### src/rtl/atm_pin_timer_if.sv
// ----------------------------------------------------------------------------
// atm_pin_timer_if
// Bundles the session control, keypad and result signals between the ATM
// control side and atm_pin_timer.
//   master : drives start_timer, restart_timer, card_pin, digit_valid, digit,
//            digit_clear; observes timeout, wrong_psw, psw_ok, digit_count
//   slave  : the mirror image, used by atm_pin_timer
// ----------------------------------------------------------------------------
interface atm_pin_timer_if #(
    parameter int unsigned DIGITS = 4
);
    localparam int unsigned CountW = $clog2(DIGITS + 1);

    logic                  start_timer;
    logic                  restart_timer;
    logic [4*DIGITS-1:0]   card_pin;
    logic                  digit_valid;
    logic [3:0]            digit;
    logic                  digit_clear;
    logic                  timeout;
    logic                  wrong_psw;
    logic                  psw_ok;
    logic [CountW-1:0]     digit_count;

    modport master (
        output start_timer, restart_timer, card_pin, digit_valid, digit, digit_clear,
        input  timeout, wrong_psw, psw_ok, digit_count
    );

    modport slave (
        input  start_timer, restart_timer, card_pin, digit_valid, digit, digit_clear,
        output timeout, wrong_psw, psw_ok, digit_count
    );
endinterface

### src/rtl/atm_pin_timer.sv
// ----------------------------------------------------------------------------
// atm_pin_timer
// Collects BCD PIN digits from the keypad, compares them against the card PIN
// and pulses psw_ok / wrong_psw for one cycle. Also runs the session
// inactivity timer that pulses timeout.
//   clk  : rising-edge clock
//   rst  : synchronous, active-low reset
//   bus  : atm_pin_timer_if.slave (session control, keypad, results)
// All outputs are registered.
// ----------------------------------------------------------------------------
module atm_pin_timer #(
    parameter int unsigned DIGITS         = 4,
    parameter int unsigned TIMEOUT_CYCLES = 1000,
    parameter int unsigned CNT_W          = 10
) (
    input logic             clk,
    input logic             rst,
    atm_pin_timer_if.slave  bus
);
    localparam int unsigned          CountW = $clog2(DIGITS + 1);
    localparam int unsigned          BufW   = 4 * DIGITS;
    localparam logic [CNT_W-1:0]     TmrMax = CNT_W'(TIMEOUT_CYCLES - 1);
    localparam logic [CountW-1:0]    LastCnt = CountW'(DIGITS - 1);

    typedef enum logic [1:0] {StIdle, StCollect, StCheck} state_e;

    state_e            state_q;
    logic [CNT_W-1:0]  tmr_q, tmr_d;
    logic              tmo_q, tmo_d;
    logic [BufW-1:0]   buf_q;
    logic [CountW-1:0] count_q;
    logic              ok_q, wrong_q;
    logic              digit_ok;

    assign digit_ok = bus.digit_valid && (bus.digit <= 4'd9);

    // Inactivity timer; any keypad strobe counts as activity, even a non-BCD key.
    always_comb begin
        tmr_d = tmr_q + 1'b1;
        tmo_d = 1'b0;
        if (!bus.start_timer) begin
            tmr_d = '0;
        end else if (bus.restart_timer || bus.digit_valid) begin
            tmr_d = '0;
        end else if (tmr_q == TmrMax) begin
            tmr_d = '0;
            tmo_d = 1'b1;
        end
    end

    always_ff @(posedge clk) begin
        if (!rst) begin
            tmr_q <= '0;
            tmo_q <= 1'b0;
        end else begin
            tmr_q <= tmr_d;
            tmo_q <= tmo_d;
        end
    end

    // Entry FSM with registered result pulses.
    always_ff @(posedge clk) begin
        if (!rst) begin
            state_q <= StIdle;
            buf_q   <= '0;
            count_q <= '0;
            ok_q    <= 1'b0;
            wrong_q <= 1'b0;
        end else begin
            ok_q    <= 1'b0;
            wrong_q <= 1'b0;
            if (!bus.start_timer) begin
                // Session dropped: abandon entry, including a pending compare.
                state_q <= StIdle;
                buf_q   <= '0;
                count_q <= '0;
            end else begin
                unique case (state_q)
                    StIdle: begin
                        buf_q   <= '0;
                        count_q <= '0;
                        state_q <= StCollect;
                    end
                    StCollect: begin
                        // tmo_d and digit_valid are exclusive: a strobe reloads the timer.
                        if (bus.digit_clear || tmo_d) begin
                            buf_q   <= '0;
                            count_q <= '0;
                        end else if (digit_ok) begin
                            buf_q   <= {buf_q[BufW-5:0], bus.digit};
                            count_q <= count_q + 1'b1;
                            if (count_q == LastCnt) begin
                                state_q <= StCheck;
                            end
                        end
                    end
                    StCheck: begin
                        ok_q    <= (buf_q == bus.card_pin);
                        wrong_q <= (buf_q != bus.card_pin);
                        buf_q   <= '0;
                        count_q <= '0;
                        state_q <= StCollect;
                    end
                    default: begin
                        state_q <= StIdle;
                        buf_q   <= '0;
                        count_q <= '0;
                    end
                endcase
            end
        end
    end

    assign bus.timeout     = tmo_q;
    assign bus.psw_ok      = ok_q;
    assign bus.wrong_psw   = wrong_q;
    assign bus.digit_count = count_q;

endmodule
### src/flat_wrapper.sv
// flat-port wrapper written by rule: the top's interface ports become plain ports
module atm_pin_timer_flat 
#(
    parameter int unsigned DIGITS         = 4,
    parameter int unsigned TIMEOUT_CYCLES = 1000,
    parameter int unsigned CNT_W          = 10
)
  (clk, rst, bus_start_timer, bus_restart_timer, bus_card_pin, bus_digit_valid, bus_digit, bus_digit_clear, bus_timeout, bus_wrong_psw, bus_psw_ok, bus_digit_count);
  atm_pin_timer_if #(.DIGITS(DIGITS)) bus_i ();
  input logic clk;
  input logic rst;
  input wire logic [$bits(bus_i.start_timer)-1:0] bus_start_timer;
  input wire logic [$bits(bus_i.restart_timer)-1:0] bus_restart_timer;
  input wire logic [$bits(bus_i.card_pin)-1:0] bus_card_pin;
  input wire logic [$bits(bus_i.digit_valid)-1:0] bus_digit_valid;
  input wire logic [$bits(bus_i.digit)-1:0] bus_digit;
  input wire logic [$bits(bus_i.digit_clear)-1:0] bus_digit_clear;
  output wire logic [$bits(bus_i.timeout)-1:0] bus_timeout;
  output wire logic [$bits(bus_i.wrong_psw)-1:0] bus_wrong_psw;
  output wire logic [$bits(bus_i.psw_ok)-1:0] bus_psw_ok;
  output wire logic [$bits(bus_i.digit_count)-1:0] bus_digit_count;
  assign bus_i.start_timer = bus_start_timer;
  assign bus_i.restart_timer = bus_restart_timer;
  assign bus_i.card_pin = bus_card_pin;
  assign bus_i.digit_valid = bus_digit_valid;
  assign bus_i.digit = bus_digit;
  assign bus_i.digit_clear = bus_digit_clear;
  assign bus_timeout = bus_i.timeout;
  assign bus_wrong_psw = bus_i.wrong_psw;
  assign bus_psw_ok = bus_i.psw_ok;
  assign bus_digit_count = bus_i.digit_count;
  atm_pin_timer #(.DIGITS(DIGITS), .TIMEOUT_CYCLES(TIMEOUT_CYCLES), .CNT_W(CNT_W)) u_core (.clk(clk), .rst(rst), .bus(bus_i));
endmodule
### config.mk
export PLATFORM = sky130hd
export DESIGN_NAME = atm_pin_timer_flat
export DESIGN_NICKNAME = d
export VERILOG_FILES = /design/src/rtl/atm_pin_timer_if.sv /design/src/rtl/atm_pin_timer.sv /design/src/flat_wrapper.sv
export SDC_FILE = /design/constraint.sdc
export NUM_CORES = 1
export LEC_CHECK = 0
export CAP_MARGIN = 40
export CORE_AREA = 3 3 57 59
export DETAILED_ROUTE_END_ITERATION = 10
export DIE_AREA = 0 0 60 62
export PLACE_DENSITY_LB_ADDON = 0.1
export SLEW_MARGIN = 0
export SYNTH_ARGS = -nofsm -noshare
export SYNTH_HDL_FRONTEND = slang
export SYNTH_SLANG_ARGS = --single-unit
### constraint.sdc
create_clock -name clk -period 3.1 [get_ports clk]
set_input_delay 0.93 -clock clk [delete_from_list [all_inputs] [get_ports clk]]
set_output_delay 0.93 -clock clk [all_outputs]
set_load 0.005 [all_outputs]
==> Word level (Yosys, flattened, before mapping) <==
Index checks and enable logic that the tools add are counted.
{ "totals": {"inputBits": 26, "out_inout_bits": 6, "reg_bits": 34, "wordCells": 39} }
{ "op_classes": {"n_eq_ne": 9, "n_lt_le_gt_ge": 1, "add_sub_neg": 2, "n_mux": 7, "bitwise_logic": 3, "reduce_logical": 10} }
{ "op_table": {"columns": ["cell", "n"], "rows": [
  ["$eq A16 B16 Y1", 1],
  ["$ne A16 B16 Y1", 1],
  ["$add A10 B1 Y10 const B", 1],
  ["$eq A10 B10 Y1 const B", 1],
  ["$reduce_or A4 Y1", 2],
  ["$mux W2", 3],
  ["$reduce_and A3 Y1", 2],
  ["$le A4 B4 Y1 const B", 1],
  ["$ne A2 B1 Y1 const B", 2],
  ["$pmux W2 S2", 1],
  ["$add A3 B1 Y3 const B", 1],
  ["$eq A3 B2 Y1 const B", 1],
  ["$mux W1", 3],
  ["$not A1 Y1", 3],
  ["$eq A2 B1 Y1 const B", 1],
  ["$eq A2 B2 Y1 const B", 1],
  ["$logic_not A2 Y1", 1],
  ["$logic_or A1 B1 Y1", 2],
  ["$ne A2 B2 Y1 const B", 1],
  ["$reduce_and A2 Y1", 1],
  ["$reduce_or A2 Y1", 1],
  ["$logic_and A1 B1 Y1", 1]
]} }

==> Logic depth before layout (Yosys ltp) <==
{ "depth": {"depth_word": 7, "mapped_depth": 6, "ltp_nobuf": 5} }

==> Worst setup path after synthesis <==
OpenSTA, ideal clock, no wires.
{ "synth_timing": {"path_kind": "input-to-reg", "startpoint": "in bus_start_timer", "endpoint": "reg u_core.tmr_q[3]", "setup_ns": 0.064, "arrival_ns": 1.818, "cell_stages": 5, "n_path_buf": 1, "path_slack_ns": 1.218, "path_cell_list": "nand2_1 or3_1 or2b_1 buf_2 nor2_1"} }
{ "synth_between": {"elab_chain_len": 2} }
{ "synth_rtl": {"columns": ["element", "line", "text"], "rows": [
  ["from (decl)", "flat_wrapper.sv:12", "input wire logic [$bits(bus_i.start_timer)-1:0] bus_start_timer;"],
  ["$not A1 Y1 (no source line)", null, null],
  ["$reduce_or A4 Y1 (no source line)", null, null],
  ["to (signal assigned)", "atm_pin_timer.sv:56", "tmr_q <= tmr_d;"],
  ["to (decl)", "atm_pin_timer.sv:28", "logic [CNT_W-1:0] tmr_q, tmr_d;"]
]} }
Every way passes these cells.
A chain may end at the register's enable or synchronous reset.

==> Worst setup path in the final report <==
{ "layout_timing": {"startpoint": "in bus_digit[1]", "endpoint": "reg u_core.buf_q[0]"} }
{ "layout_between": {"elab_chain_len": 2} }
{ "layout_rtl": {"columns": ["element", "line", "text"], "rows": [
  ["from (decl)", "flat_wrapper.sv:16", "input wire logic [$bits(bus_i.digit)-1:0] bus_digit;"],
  ["$le A4 B4 Y1", "atm_pin_timer.sv:35", "assign digit_ok = bus.digit_valid && (bus.digit <= 4'd9);"],
  ["$logic_and A1 B1 Y1", "atm_pin_timer.sv:35", null],
  ["to (signal assigned)", "atm_pin_timer.sv:90", "buf_q <= {buf_q[BufW-5:0], bus.digit};"],
  ["to (decl)", "atm_pin_timer.sv:30", "logic [BufW-1:0] buf_q;"]
]} }
Every way passes these cells.

==> results summary <==
The leading area contributor after synthesis is sky130_fd_sc_hd__dfxtp_1. The cell row count is 19. The data required time of the worst path is 3.36 ns. The DRC violation total after the first TritonRoute iteration is 39. The largest stage delay on the critical path is 0.43 ns. TritonCTS built the clock tree. The depth of the most critical reg-to-reg path came out at 6. The detailed router placed 1,238 vias in this run.

The cell area that synthesis handed to floorplanning was 1480 µm². The global routing met2 resource utilization is 34.9%. The clock period minus worst slack is 2.28 ns. The clock latency on the worst-skew pair came out at 0.33 ns. The hold buffer count at cts came out at 0.

The power density of the placed cells came out at 437 nW/µm². The critical path is of the primary input to flip-flop type. In this run the most used layer during global routing was met2. For this run, the register share of the synthesized area comes to 45.9%. The kind of start point of the critical path is a primary input. Dividing the synthesized area by the synthesized cell count gives 8.66 µm². The worst register-to-register path ends at u_core.buf_q[0].

The remaining number of nets flagged by the antenna check after routing is 0. The clock transition time at the flip-flop clock pins of the worst setup and hold paths is 0.10 ns. The non-filler instance count after layout came out at 237. The achievable clock frequency is 0.438 GHz. The number of top-level pins came out at 32. The number of antenna violations at the first check in global routing was 0. The number of failing setup endpoints in the final timing report came out at 0.

Post-CTS repair changed the size of 0 cells. The number of max-capacitance violations reported came out at 0. In this run the worst path has a maximum fanout of 16. For hold timing, the worst endpoint is u_core.tmr_q[0].

The met1 track demand over resource came out at 20.4%. The number of failing hold endpoints at the final stage came out at 0. Once detailed placement completed, the half-perimeter wirelength came to 2300 µm. The share of post-route cells with drive strength above 1 came out at 7.77%. The cell sitting at the root of the clock tree is a sky130_fd_sc_hd__clkbuf_4. The number of global-route vias before repair came to 1,267. After detailed routing, the average wire length per cell comes to 13.0 µm. Global routing finished with a remaining overflow of 0.

The final number of max-transition violations is 0. The most common flop cell mapped by yosys is sky130_fd_sc_hd__dfxtp_1. The number of H-tree levels is 2. Once the floorplan was initialized, standard cells occupied 53.7% of the core. Entering global routing, the biggest net connects 18 pins.

The reported leakage power is 0.000578 µW. The share of the synthesized area in the top cell type is 45.9%. For flop-to-flop paths, the worst setup slack is 1.15 ns.

The total routed wirelength is 3070 µm. The post-synthesis async set-or-reset flop share is 0%. The number of remaining DRC errors came out at 0. In this run the most critical hold path is launched from u_core.tmr_q[0]. The run finished with clean final reports.

The accumulated negative setup slack came out at 0 ns. The number of warnings reported in the yosys synthesis log is 0. From synthesis to final layout, the design area changed by 27.1%. The placer's final routability congestion estimate is 0.841. In the final design database the tool counted 234 nets. The first global-routing pass estimated 5260 µm of wire. The critical path contains buffers and inverters numbering 2 combined.

The worst clock skew is 0.00379 ns. In this run the critical register-to-register path is launched from u_core.tmr_q[0]. The kind of cell adding the most delay to the critical path is buffers and inverters. The floorplan die height is 62 µm.

Counting distinct cell types in the post-synthesis netlist gives 27. For the pin with the worst max-slew slack, the measured transition is 0.543 ns. The largest individual stage delay along the critical path comes from the cell sky130_fd_sc_hd__clkdlybuf4s50_1. The share of the clock period used by the worst path is 73.7%. STA classifies the critical path endpoint as a flip-flop. The endpoint arrival time on the critical path came out at 2.54 ns. Across the VDD grid, the largest voltage drop is 0.420 mV. The maximum clock insertion buffer count came out at 2. Including well taps, the total number of placed cells is 229.

The post-synthesis register bit count came out at 34. The overall routing resource usage is 19.2%. The number of inserted diodes came out at 0. The total clock sinks is 34. The number of iterations in the first detailed-routing pass is 4. The number of buffers inserted during clock tree synthesis came out at 5.

The ratio of routed vias to standard cells came out at 5.22. The number of buffers inserted by port buffering is 31. The depth of the worst hold-timing path came out at 1. The worst relative slew slack came out at 63.7%.

The number of nets produced by synthesis is 200. The area enclosed by the die boundary is 3720 µm². Setup repair after global routing left no endpoint under its margin. The post-CTS setup repair buffer count is 0. In the global route stage, met3 resource usage came out at 4.75%. The critical path goes through clkdlybuf4s50_1 -> o21ai_0 -> and2_0 -> buf_4 -> nand2_1 -> a21oi_1. The path class of the tightest hold or removal check is flip-flop to flip-flop. The power after layout is 823 µW. The core box area is 2760 µm². The number of enable flip-flop cells after synthesis is 0. Measured along the x axis, the die boundary spans 60 µm. In the synthesized netlist, the number of instances is 171. In the post-synthesis netlist, the biggest area contributors are sky130_fd_sc_hd__dfxtp_1, sky130_fd_sc_hd__xnor2_1, sky130_fd_sc_hd__nand2_1, sky130_fd_sc_hd__a21oi_1, sky130_fd_sc_hd__nor2_1.
==> stage by stage <==
step | worst slack (ns) | util (%) | hold WS, ns | instance area (µm²)
floorplan | 1.22 | - | 0.418 | 1480
global placement | 0.591 | 65.5 | 0.429 | 1810
detailed placement | 0.492 | 65.5 | 0.436 | 1810
CTS | 0.838 | 68.3 | 0.455 | 1880
global route | 0.717 | 68.3 | 0.483 | 1880
finish | 0.816 | 68.3 | 0.451 | 1880
==> final cells by class <==
class / instances / area, µm²
repair buffers: 33 / 325
clock inverters: 3 / 40.0
multi-input cells: 127 / 746
clock buffers: 5 / 37.5
well taps: 31 / 38.8
flip-flops and latches: 34 / 681
fillers: 226 / 875
inverters: 4 / 15.0
==> logic make-up after synthesis <==
logic type               Yosys count  share of synthesized area [%]
AND/OR/NAND/NOR                   77                           24.3
XOR/XNOR                          25                           14.8
AO/OA/AOI/OAI                     22                           8.70
flip-flops                        34                           45.9
adder cells (fa/ha/maj)            3                           2.53
buffers and inverters             10                           3.72
==> layer usage <==
metal / vias up / part of all wire, %
li1: 639 / -
met1: 570 / 41
met2: 22 / 53
met3: 7 / 4.2
met4: 0 / 2.3
met5: - / 0
==> worst max path at each step <==
stage          slack, ns                to             from  cells past startpoint
2_1_floorplan       1.22   u_core.tmr_q[3]  bus_start_timer                      5
5_1_grt             0.72   u_core.buf_q[0]     bus_digit[1]                      6
4_1_cts             0.84   u_core.buf_q[0]     bus_digit[1]                      6
3_3_place_gp        0.59  u_core.buf_q[12]     bus_digit[1]                      6
3_5_place_dp        0.49  u_core.buf_q[10]     bus_digit[1]                      6
6_report            0.82   u_core.buf_q[0]     bus_digit[1]                      6
==> cell usage in the layout (no fill, tap or decap), types with 3 or more instances in the layout <==
master                             n
sky130_fd_sc_hd__nand2_1          40
sky130_fd_sc_hd__dfxtp_1          34
sky130_fd_sc_hd__clkdlybuf4s50_1  31
sky130_fd_sc_hd__xnor2_1          23
sky130_fd_sc_hd__a21oi_1          18
sky130_fd_sc_hd__nor2_1           15
sky130_fd_sc_hd__nand4_1           5
sky130_fd_sc_hd__clkbuf_4          5
sky130_fd_sc_hd__inv_1             4
sky130_fd_sc_hd__nor3_1            4
sky130_fd_sc_hd__nand3_1           3
sky130_fd_sc_hd__ha_1              3
==> cells in the mapped netlist (3+ instances only) <==
cell                       n
sky130_fd_sc_hd__inv_1     4
sky130_fd_sc_hd__ha_1      3
sky130_fd_sc_hd__dfxtp_1  34
sky130_fd_sc_hd__nor2_1   15
sky130_fd_sc_hd__nand2_1  40
sky130_fd_sc_hd__nor3_1    4
sky130_fd_sc_hd__nand4_1   5
sky130_fd_sc_hd__nand3_1   3
sky130_fd_sc_hd__a21oi_1  18
sky130_fd_sc_hd__xnor2_1  23
==> sequential cells by signal, summed over array words and instances (netlist names) <==
register	flops
u_core.bus.wrong_psw	1
u_core.bus.timeout	1
u_core.state_q	2
u_core.bus.digit_count	3
u_core.bus.psw_ok	1
u_core.tmr_q	10
u_core.buf_q	16
==> where the power goes <==
part           total, µW  internal, µW  switching (µW)
Combinational       67.2          40.0            27.2
Clock                317           167             150
Sequential           439           438            1.30
Power figures use the tool's default switching activity.
